### config.mk
export PLATFORM = sky130hd
export DESIGN_NAME = traffic_light_monitor
export DESIGN_NICKNAME = d
export VERILOG_FILES = /design/src/rtl/traffic_light_monitor.sv
export SDC_FILE = /design/constraint.sdc
export NUM_CORES = 1
export LEC_CHECK = 0
export ABC_AREA = 1
export CAP_MARGIN = 20
export CORE_MARGIN = 3
export CORE_UTILIZATION = 30
export DETAILED_ROUTE_END_ITERATION = 7
export DONT_BUFFER_PORTS = 1
export GPL_TIMING_DRIVEN = 0
export PLACE_DENSITY_LB_ADDON = 0.25
export SLEW_MARGIN = 15
export SYNTH_ARGS = -nofsm -noshare
export SYNTH_HDL_FRONTEND = slang
export SYNTH_SLANG_ARGS = --single-unit
### constraint.sdc
create_clock -name CK -period 5.9 [get_ports CK]
set_input_delay 1.18 -clock CK [delete_from_list [all_inputs] [get_ports CK]]
set_output_delay 1.18 -clock CK [all_outputs]
set_load 0.05 [all_outputs]
### src/rtl/traffic_light_monitor.sv
// Receiving-end safety monitor for a two-direction traffic-light lamp interface.
// Optional ERR_COUNT fault-event counter is built when MONITOR_ERRCNT_EN is defined.
module traffic_light_monitor #(
    parameter int MIN_YLW = 3,
    parameter int MAX_GRN = 200,
    parameter int CNT_W   = 8
) (
    input  logic       CK,
    input  logic       CLR,
    input  logic       GRN1,
    input  logic       YLW1,
    input  logic       RED1,
    input  logic       GRN2,
    input  logic       YLW2,
    input  logic       RED2,
    output logic       FAULT,
    output logic [2:0] FAULT_CODE,
    output logic [1:0] FAULT_DIR,
    output logic [1:0] PHASE1,
    output logic [1:0] PHASE2,
    output logic       ALLRED
`ifdef MONITOR_ERRCNT_EN
    ,
    output logic [7:0] ERR_COUNT
`endif
);

    typedef enum logic [1:0] {
        PH_UNK = 2'd0,
        PH_RED = 2'd1,
        PH_GRN = 2'd2,
        PH_YLW = 2'd3
    } phase_t;

    localparam logic [CNT_W-1:0] DWELL_MAX = '1;
    localparam logic [CNT_W-1:0] GRN_LIMIT = CNT_W'(MAX_GRN + 1);
    localparam logic [CNT_W-1:0] YLW_MIN   = CNT_W'(MIN_YLW);

    // Sample layout: [2:0] = {RED1,YLW1,GRN1}, [5:3] = {RED2,YLW2,GRN2}
    logic [5:0]       samp_reg;
    logic             samp_vld_reg;
    phase_t           phase_reg [2];
    logic [CNT_W-1:0] dwell_reg [2];
    logic             fault_reg;
    logic [2:0]       code_reg;
    logic [1:0]       dir_reg;
    logic             allred_reg;

    logic [1:0]       legal;
    logic [1:0]       held;
    logic [1:0]       enc_err;
    logic [1:0]       trans_err;
    logic [1:0]       short_err;
    logic [1:0]       tmo_err;
    phase_t           samp_ph    [2];
    phase_t           phase_next [2];
    logic [CNT_W-1:0] dwell_next [2];

    logic             conflict;
    logic [2:0]       evt_code;
    logic [1:0]       evt_dir;

    generate
        for (genvar gi = 0; gi < 2; gi++) begin : g_dir
            logic [2:0] lamps;
            assign lamps       = samp_reg[gi*3 +: 3];
            assign legal[gi]   = $onehot(lamps);
            assign samp_ph[gi] = lamps[0] ? PH_GRN : (lamps[1] ? PH_YLW : PH_RED);
            assign held[gi]    = (samp_ph[gi] == phase_reg[gi]);

            // Illegal encodings freeze phase and dwell for that direction
            assign phase_next[gi] = (samp_vld_reg && legal[gi]) ? samp_ph[gi] : phase_reg[gi];
            assign dwell_next[gi] = !(samp_vld_reg && legal[gi]) ? dwell_reg[gi] :
                                    !held[gi]                    ? CNT_W'(1) :
                                    (dwell_reg[gi] == DWELL_MAX) ? DWELL_MAX :
                                                                   dwell_reg[gi] + CNT_W'(1);

            assign enc_err[gi]   = samp_vld_reg && !legal[gi];
            assign trans_err[gi] = samp_vld_reg && legal[gi] && !held[gi] && (phase_reg[gi] != PH_UNK) &&
                                   !((phase_reg[gi] == PH_RED && samp_ph[gi] == PH_GRN) ||
                                     (phase_reg[gi] == PH_GRN && samp_ph[gi] == PH_YLW) ||
                                     (phase_reg[gi] == PH_YLW && samp_ph[gi] == PH_RED));
            assign short_err[gi] = samp_vld_reg && legal[gi] && (phase_reg[gi] == PH_YLW) &&
                                   (samp_ph[gi] == PH_RED) && (dwell_reg[gi] < YLW_MIN);
            // Fires only on the cycle the green dwell first reaches the limit
            assign tmo_err[gi]   = samp_vld_reg && legal[gi] && (samp_ph[gi] == PH_GRN) &&
                                   (dwell_next[gi] == GRN_LIMIT) &&
                                   !(held[gi] && dwell_reg[gi] == GRN_LIMIT);
        end
    endgenerate

    assign conflict = samp_vld_reg && (&legal) && (samp_ph[0] != PH_RED) && (samp_ph[1] != PH_RED);

    always_comb begin
        evt_code = 3'd0;
        evt_dir  = 2'b00;
        if (conflict) begin
            evt_code = 3'd3;
            evt_dir  = 2'b11;
        end else if (|enc_err) begin
            evt_code = 3'd1;
            evt_dir  = enc_err;
        end else if (|trans_err) begin
            evt_code = 3'd2;
            evt_dir  = trans_err;
        end else if (|short_err) begin
            evt_code = 3'd4;
            evt_dir  = short_err;
        end else if (|tmo_err) begin
            evt_code = 3'd5;
            evt_dir  = tmo_err;
        end
    end

    always_ff @(posedge CK) begin
        if (CLR) begin
            samp_reg     <= '0;
            samp_vld_reg <= 1'b0;
            for (int d = 0; d < 2; d++) begin
                phase_reg[d] <= PH_UNK;
                dwell_reg[d] <= '0;
            end
            fault_reg  <= 1'b0;
            code_reg   <= 3'd0;
            dir_reg    <= 2'b00;
            allred_reg <= 1'b0;
        end else begin
            samp_reg     <= {RED2, YLW2, GRN2, RED1, YLW1, GRN1};
            samp_vld_reg <= 1'b1;
            for (int d = 0; d < 2; d++) begin
                phase_reg[d] <= phase_next[d];
                dwell_reg[d] <= dwell_next[d];
            end
            allred_reg <= (phase_next[0] == PH_RED) && (phase_next[1] == PH_RED);
            if ((evt_code != 3'd0) && !fault_reg) begin
                fault_reg <= 1'b1;
                code_reg  <= evt_code;
                dir_reg   <= evt_dir;
            end
        end
    end

`ifdef MONITOR_ERRCNT_EN
    logic [7:0] errcnt_reg;

    always_ff @(posedge CK) begin
        if (CLR) begin
            errcnt_reg <= 8'd0;
        end else if ((evt_code != 3'd0) && (errcnt_reg != 8'hFF)) begin
            errcnt_reg <= errcnt_reg + 8'd1;
        end
    end

    assign ERR_COUNT = errcnt_reg;
`endif

    assign FAULT      = fault_reg;
    assign FAULT_CODE = code_reg;
    assign FAULT_DIR  = dir_reg;
    assign PHASE1     = phase_reg[0];
    assign PHASE2     = phase_reg[1];
    assign ALLRED     = allred_reg;

endmodule

# After elaboration in Yosys (flattened, before gate mapping)
# Memory sizes are Yosys's and may differ from the RTL's.
# Cells that the tools add are included.
[word_totals]
reg_bits = 14
latchBits = 0
ramBits = 20
rom_bits = 0
in_bits = 8
out_inout_bits = 11
elab_cells = 131
mem_count = 2
[memory_table]
columns = ["name", "words", "word_bits", "rd", "rd_clocked_by_memory_dff", "write_ports", "line_no", "rtl"]
rows = [
  ["dwell_reg", 2, 8, 2, 0, 2, "43", "logic [CNT_W-1:0] dwell_reg [2];"],
  ["phase_reg", 2, 2, 2, 0, 2, "42", "phase_t phase_reg [2];"],
]
[op_classes]
add_sub_neg = 6
mul = 0
div_mod_pow = 0
n_lt_le_gt_ge = 2
n_eq_ne = 26
shifts = 0
mux = 29
n_bitwise = 4
reduce_logical = 56
[op_table]
columns = ["op", "count"]
rows = [
  ["8-bit two-way mux", 8],
  ["8-bit equality test, second input constant", 6],
  ["1-bit logical AND", 35],
  ["2-bit two-way mux", 13],
  ["8-bit by 1-bit adder with 8-bit output, second input constant", 2],
  ["2-bit by 1-bit equality test with 1-bit output, second input constant", 8],
  ["2-bit equality test, second input constant", 8],
  ["8-bit by 2-bit less-than comparator with 1-bit output, second input constant", 2],
  ["3-bit two-way mux", 5],
  ["1-bit logical NOT", 9],
  ["2-bit OR reduction", 4],
  ["1-bit by 1-bit adder with 2-bit output", 2],
  ["2-bit by 1-bit adder with 2-bit output", 2],
  ["2-bit equality test", 2],
  ["1-bit logical OR", 4],
  ["2-bit by 1-bit != test with 1-bit output, second input constant", 2],
  ["1-bit bitwise OR", 4],
  ["2-bit nonzero test", 2],
  ["1-bit two-way mux", 3],
  ["3-bit nonzero test", 1],
  ["2-bit AND reduction", 1],
]

# Depth between registers and ports, before layout
[depth]
word_depth = 16
depth_mapped = 20
ltp_nobuf = 20

# Worst setup path after synthesis
# OpenSTA, ideal clock, no wires.
[synth_path]
path_kind = "register -> register"
startpoint = "register samp_reg[0]"
endpoint = "register dir_reg[0], in the netlist FAULT_DIR[0]"
setup_time_ns = 0.113
arrival_time_ns = 2.329
required_ns = 5.787
slack_ns = 3.459
path_stages_with_launch = 15
path_buffers = 1
synth_period_minus_slack_ns = 2.441
cell_sequence = "dfxtp_1 > inv_2 > fa_1 > nor2_2 > nand2_1 > buf_2 > a221o_1 > nand2_1 > nor2_1 > a21oi_2 > nand3_2 > nand2_4 > nand2_1 > nand2_1 > nor2_1"
[synth_between]
elab_chain_len = 16
word_cells_on_any_way = 53
cone_classes = "add/sub: 2; eq/ne: 7; mux: 13; reduce/logical: 31"
[synth_rtl]
columns = ["element", "line_no", "rtl"]
rows = [
  ["start: declaration", "40", "logic [5:0] samp_reg;"],
  ["start signal: assignment", "128", "samp_reg <= {RED2, YLW2, GRN2, RED1, YLW1, GRN1};"],
  ["1-bit by 1-bit adder with 2-bit output (not written as such)", "67", "assign legal[gi] = $onehot(lamps);"],
  ["2-bit by 1-bit adder with 2-bit output (not written as such)", "67", ""],
  ["2-bit by 1-bit equality test with 1-bit output", "67", ""],
  ["1-bit logical AND", "-", ""],
  ["8-bit two-way mux", "73", "assign dwell_next[gi] = !(samp_vld_reg && legal[gi]) ? dwell_reg[gi] :"],
  ["8-bit equality test", "87", "(dwell_next[gi] == GRN_LIMIT) &&"],
  ["1-bit logical AND", "86", "assign tmo_err[gi] = samp_vld_reg && legal[gi] && (samp_ph[gi] == PH_GRN) &&"],
  ["1-bit logical AND", "87", ""],
  ["2-bit OR reduction", "109", "end else if (|tmo_err) begin"],
  ["3-bit two-way mux", "109", ""],
  ["3-bit two-way mux", "106", "end else if (|short_err) begin"],
  ["3-bit two-way mux", "103", "end else if (|trans_err) begin"],
  ["3-bit two-way mux", "100", "end else if (|enc_err) begin"],
  ["3-bit two-way mux", "97", "if (conflict) begin"],
  ["3-bit nonzero test", "135", "if ((evt_code != 3'd0) && !fault_reg) begin"],
  ["1-bit logical AND", "135", ""],
  ["end signal: assignment", "138", "dir_reg <= evt_dir;"],
  ["end: declaration", "46", "logic [1:0] dir_reg;"],
]
# Parallel ways exist; a longest one is shown, timed or not.
# A chain may end at the register's enable or synchronous reset.

# Final worst setup path
[layout_path]
startpoint = "register samp_reg[0]"
endpoint = "register dir_reg[1], in the netlist FAULT_DIR[1]"
# The elaborated chain is that of the path after synthesis.

==> metrics.md <==
| Metric | Value |
|---|---|
| Worst setup EP type | `flip-flop` |
| Category of the most critical setup path | `flip-flop to flip-flop` |
| WL final | `~5600 um` |
| Routed wire length per instance | `around 12 um` |
| Predominant post-synthesis flop cell | `sky130_fd_sc_hd__dfxtp_1` |
| Number of primary I/O pins | `19` |
| Number of global-route vias before repair | `2,148` |
| Fraction of layout cells with a size suffix above 1 | `0.0775` |
| Transition at the pin with the smallest max-transition slack | `638 ps` |
| Number of buffers between clock root and the deepest sink | `2` |
| Max Fclk | `approximately 0.35 GHz` |
| Number of enable flip-flop cells after synthesis | `0` |
| Hold_ws | `about 540 ps` |
| Flip-flop and latch count after synthesis | `34` |
| Number of cell rows | `31` |
| Synth top cells by count | `sky130_fd_sc_hd__nand2_1, sky130_fd_sc_hd__nor2_1, sky130_fd_sc_hd__inv_1, sky130_fd_sc_hd__dfxtp_1, sky130_fd_sc_hd__nand3_1` |
| Total negative slack for setup checks | `0 ps` |
| Req. time, crit path | `between 6000 and 7000 ps` |
| DRC errors left | `0` |
| Synth Warn # | `0` |
| Maximum number of pins on one net before global-route repair | `11` |
| DRT iter0 DRCs | `slightly above 100` |
| Portion of the clock cycle consumed by the worst path in the final layout | `0.485` |
| Path type of the worst min-delay path | `flip-flop to flip-flop` |
| DR pass1 iterations | `4` |
| # Post-CTS Setup Buffers | `0` |
| Buffer cell driving the clock tree root | `sky130_fd_sc_hd__clkbuf_8` |
| Relative max-transition margin | `0.574` |
| Hold buffer count at CTS | `0` |
| Portion of synthesized cell area occupied by the leading cell type | `0.298` |
| Port Buffer Count | `0` |
| PostCTS Resize Cnt | `0` |
| Clock net sink count | `34` |
| Vias per cell | `between 4 and 5` |
| Final setup fails | `0` |
| First-pass GRT wire length | `9770 um` |
| Area of the die | `about 8700 um^2` |
| # Max-Cap Violations | `0` |
| Global routing usage summed across all routing layers | `0.140` |
| Clock tree from TritonCTS | `done` |
| Top cell type by total area after synthesis | `sky130_fd_sc_hd__dfxtp_1` |
| Remaining Overflow, GRT | `0` |
| Tmin final | `around 2900 ps` |
| Cell type of the slowest stage on the worst timing path | `sky130_fd_sc_hd__fa_1` |
| Initial core utilization | `0.311` |
| Width of the die | `93.2 um` |
| Cell family with the largest share of critical-path delay | `simple AND/OR/NAND/NOR gates` |
| Dpl cell area | `around 2400 um^2` |
| Vias post-DR | `~2,200` |
| Die Ht | `a little over 90 um` |
| Worst-skew pair later-pin latency | `290 ps` |
| Total of fill cells in the finished design | `~800` |
| Slowest Stage Delay on Critical Path | `480 ps` |
| Run status | `completed` |
| Placed wire-length estimate after detailed placement | `4390 um` |
| # placed instances | `478` |
| Crit-path max FO | `8` |
| Most numerous cell on the critical path | `sky130_fd_sc_hd__nand2_1` |
| Gate Count Post-Synth | `~380` |
| Area delta synth->final | `9.43%` |
| Cell area after layout | `roughly 2500 um^2` |
| Power per cell area | `approximately 220 nW/um^2` |
| Setup repair after global routing missed its margin | `false` |
| Max reg flops | `16` |
| Final standard cell count with taps included and fillers excluded | `486` |
| Maximum vdd drop | `roughly 95 uV` |
| Core area | `approximately 7300 um^2` |
| Category of the worst setup path launch point | `flip-flop` |
| Most area-consuming cells after synthesis | `sky130_fd_sc_hd__dfxtp_1, sky130_fd_sc_hd__nand2_1, sky130_fd_sc_hd__nor2_1, sky130_fd_sc_hd__inv_1, sky130_fd_sc_hd__nand3_1` |
| Data arrival time of the worst path | `3040 ps` |
| H-tree level count | `2` |
| Synth cell types | `33` |
| Post-Syn Area | `about 2300 um^2` |
| Antenna violations before repair | `0` |
| Count of antenna diodes in the layout | `0` |
| Combined buffer and inverter count along the critical path | `1` |
| Cells along the critical path | `inv_2 > fa_1 > nor2_2 > nand2_1 > nand2_1 > a21boi_1 > nand2_1 > nor2_1 > nand3b_1 > nand3_1 > nand2_1 > nand3_2 > nand2_4 > nor2_1 > nor2_1` |
| Post-synthesis net count | `393` |
| Antenna viol nets, final | `0` |
| Cell with the most instances after synthesis | `sky130_fd_sc_hd__nand2_1` |
| Clock buffer count from CTS | `5` |
| Final-report max-slew violation count | `0` |
| Lkg Pwr | `1.16 nW` |
| Final layout net count | `400` |
| RePlAce Congestion | `roughly 0.83` |
| Average cell area after synthesis | `6.02 um^2` |
| Worst Skew | `around 4.5 ps` |
| Asr flop ratio synth | `0` |
| Sequential cell area fraction in the yosys report | `0.298` |
| Clock transition at the registers of the reported paths | `about 70 ps` |
| Post-layout total power | `between 500 and 600 uW` |
| Final hold violation count | `0` |
kinds of logic after synthesis:
group,synth area share
compound gates,0.101
xor+xnor,0.00384
buf+inv,0.112
simple gates,0.445
fa+ha+maj,0.0395
flops,0.298
placed cells by master, fill, tap and decap left out:
cell type / synthesis / final
sky130_fd_sc_hd__dfxtp_1: 34 / 34
sky130_fd_sc_hd__nand2_4: 1 / 1
sky130_fd_sc_hd__clkbuf_1: 2 / 3
sky130_fd_sc_hd__or2_1: 1 / 1
sky130_fd_sc_hd__clkbuf_8: 0 / 6
sky130_fd_sc_hd__nor4_1: 3 / 3
sky130_fd_sc_hd__a211oi_1: 1 / 1
sky130_fd_sc_hd__nor3_1: 2 / 2
sky130_fd_sc_hd__nor2_2: 3 / 3
sky130_fd_sc_hd__nand2_2: 3 / 3
sky130_fd_sc_hd__nand3b_1: 2 / 2
sky130_fd_sc_hd__or2_2: 2 / 2
sky130_fd_sc_hd__nor2_4: 2 / 2
sky130_fd_sc_hd__nand4_1: 7 / 7
sky130_fd_sc_hd__nand3_2: 2 / 2
sky130_fd_sc_hd__fa_1: 2 / 2
sky130_fd_sc_hd__a21boi_0: 3 / 3
sky130_fd_sc_hd__nand2_1: 110 / 110
sky130_fd_sc_hd__nor3b_1: 1 / 1
sky130_fd_sc_hd__a221o_1: 1 / 1
sky130_fd_sc_hd__o21ai_1: 2 / 2
sky130_fd_sc_hd__xnor2_1: 1 / 1
sky130_fd_sc_hd__a21boi_1: 4 / 4
sky130_fd_sc_hd__a21oi_2: 4 / 4
sky130_fd_sc_hd__nand3_1: 32 / 32
sky130_fd_sc_hd__o21ai_0: 11 / 11
sky130_fd_sc_hd__inv_2: 4 / 4
sky130_fd_sc_hd__buf_2: 1 / 1
sky130_fd_sc_hd__a21oi_1: 12 / 12
sky130_fd_sc_hd__clkinv_2: 0 / 1
sky130_fd_sc_hd__inv_1: 57 / 57
sky130_fd_sc_hd__buf_1: 1 / 1
sky130_fd_sc_hd__nor2_1: 63 / 63
sky130_fd_sc_hd__buf_6: 1 / 1
sky130_fd_sc_hd__ha_1: 4 / 4
per-stage QoR:
step	worst slack [ps]	utilization
4_1_cts	3020	0.341
6_report	3040	0.341
5_1_grt	2660	0.341
2_1_floorplan	3460	-
3_5_place_dp	3030	0.328
3_3_place_gp	3040	0.328
worst register-to-register path, stage by stage, from the launching register on:
cell and delay, ps:
sky130_fd_sc_hd__dfxtp_1 450, sky130_fd_sc_hd__inv_2 80, sky130_fd_sc_hd__fa_1 480, sky130_fd_sc_hd__nor2_2 190
sky130_fd_sc_hd__nand2_1 220, sky130_fd_sc_hd__nand2_1 100, sky130_fd_sc_hd__a21boi_1 350, sky130_fd_sc_hd__nand2_1 90
sky130_fd_sc_hd__nor2_1 180, sky130_fd_sc_hd__nand3b_1 100, sky130_fd_sc_hd__nand3_1 110, sky130_fd_sc_hd__nand2_1 70
sky130_fd_sc_hd__nand3_2 90, sky130_fd_sc_hd__nand2_4 90, sky130_fd_sc_hd__nor2_1 110, sky130_fd_sc_hd__nor2_1 50
area by class of cell:
cell class	instances	area, um^2	area share
well taps	99	124	0.0496
multi-input cells	279	1340	0.538
inverters	61	229	0.0917
clock inverters	1	5.00	0.00201
flip-flops and latches	34	681	0.273
clock buffers	7	86.3	0.0346
plain buffers	5	27.5	0.0110
report_power, final:
group	internal (mW)	switching [mW]	leakage, nW
registers	0.241	0.0382	0.278
clock network	0.0943	0.0894	0.0482
logic	0.0285	0.0597	0.837
final timing paths:
path | slack, ps | from | to | depth (start not counted)
worst max-delay path | 3040 | samp_reg[0] | FAULT_DIR[1] | 15
worst min-delay path | 540 | dwell_reg[0][9] | dwell_reg[0][9] | 2
worst max register to register | 3040 | samp_reg[0] | FAULT_DIR[1] | 15
worst min register to register | 540 | dwell_reg[0][9] | dwell_reg[0][9] | 2
metal layers:
| layer | track usage | wire, um |
|---|---|---|
| met1 | 0.188 | 2830 |
| met2 | 0.225 | 2440 |
| met3 | 0.0362 | 280 |
| met4 | 0.0366 | 78 |
| met5 | 0 | 0 |
Power figures use the tool's default switching activity.
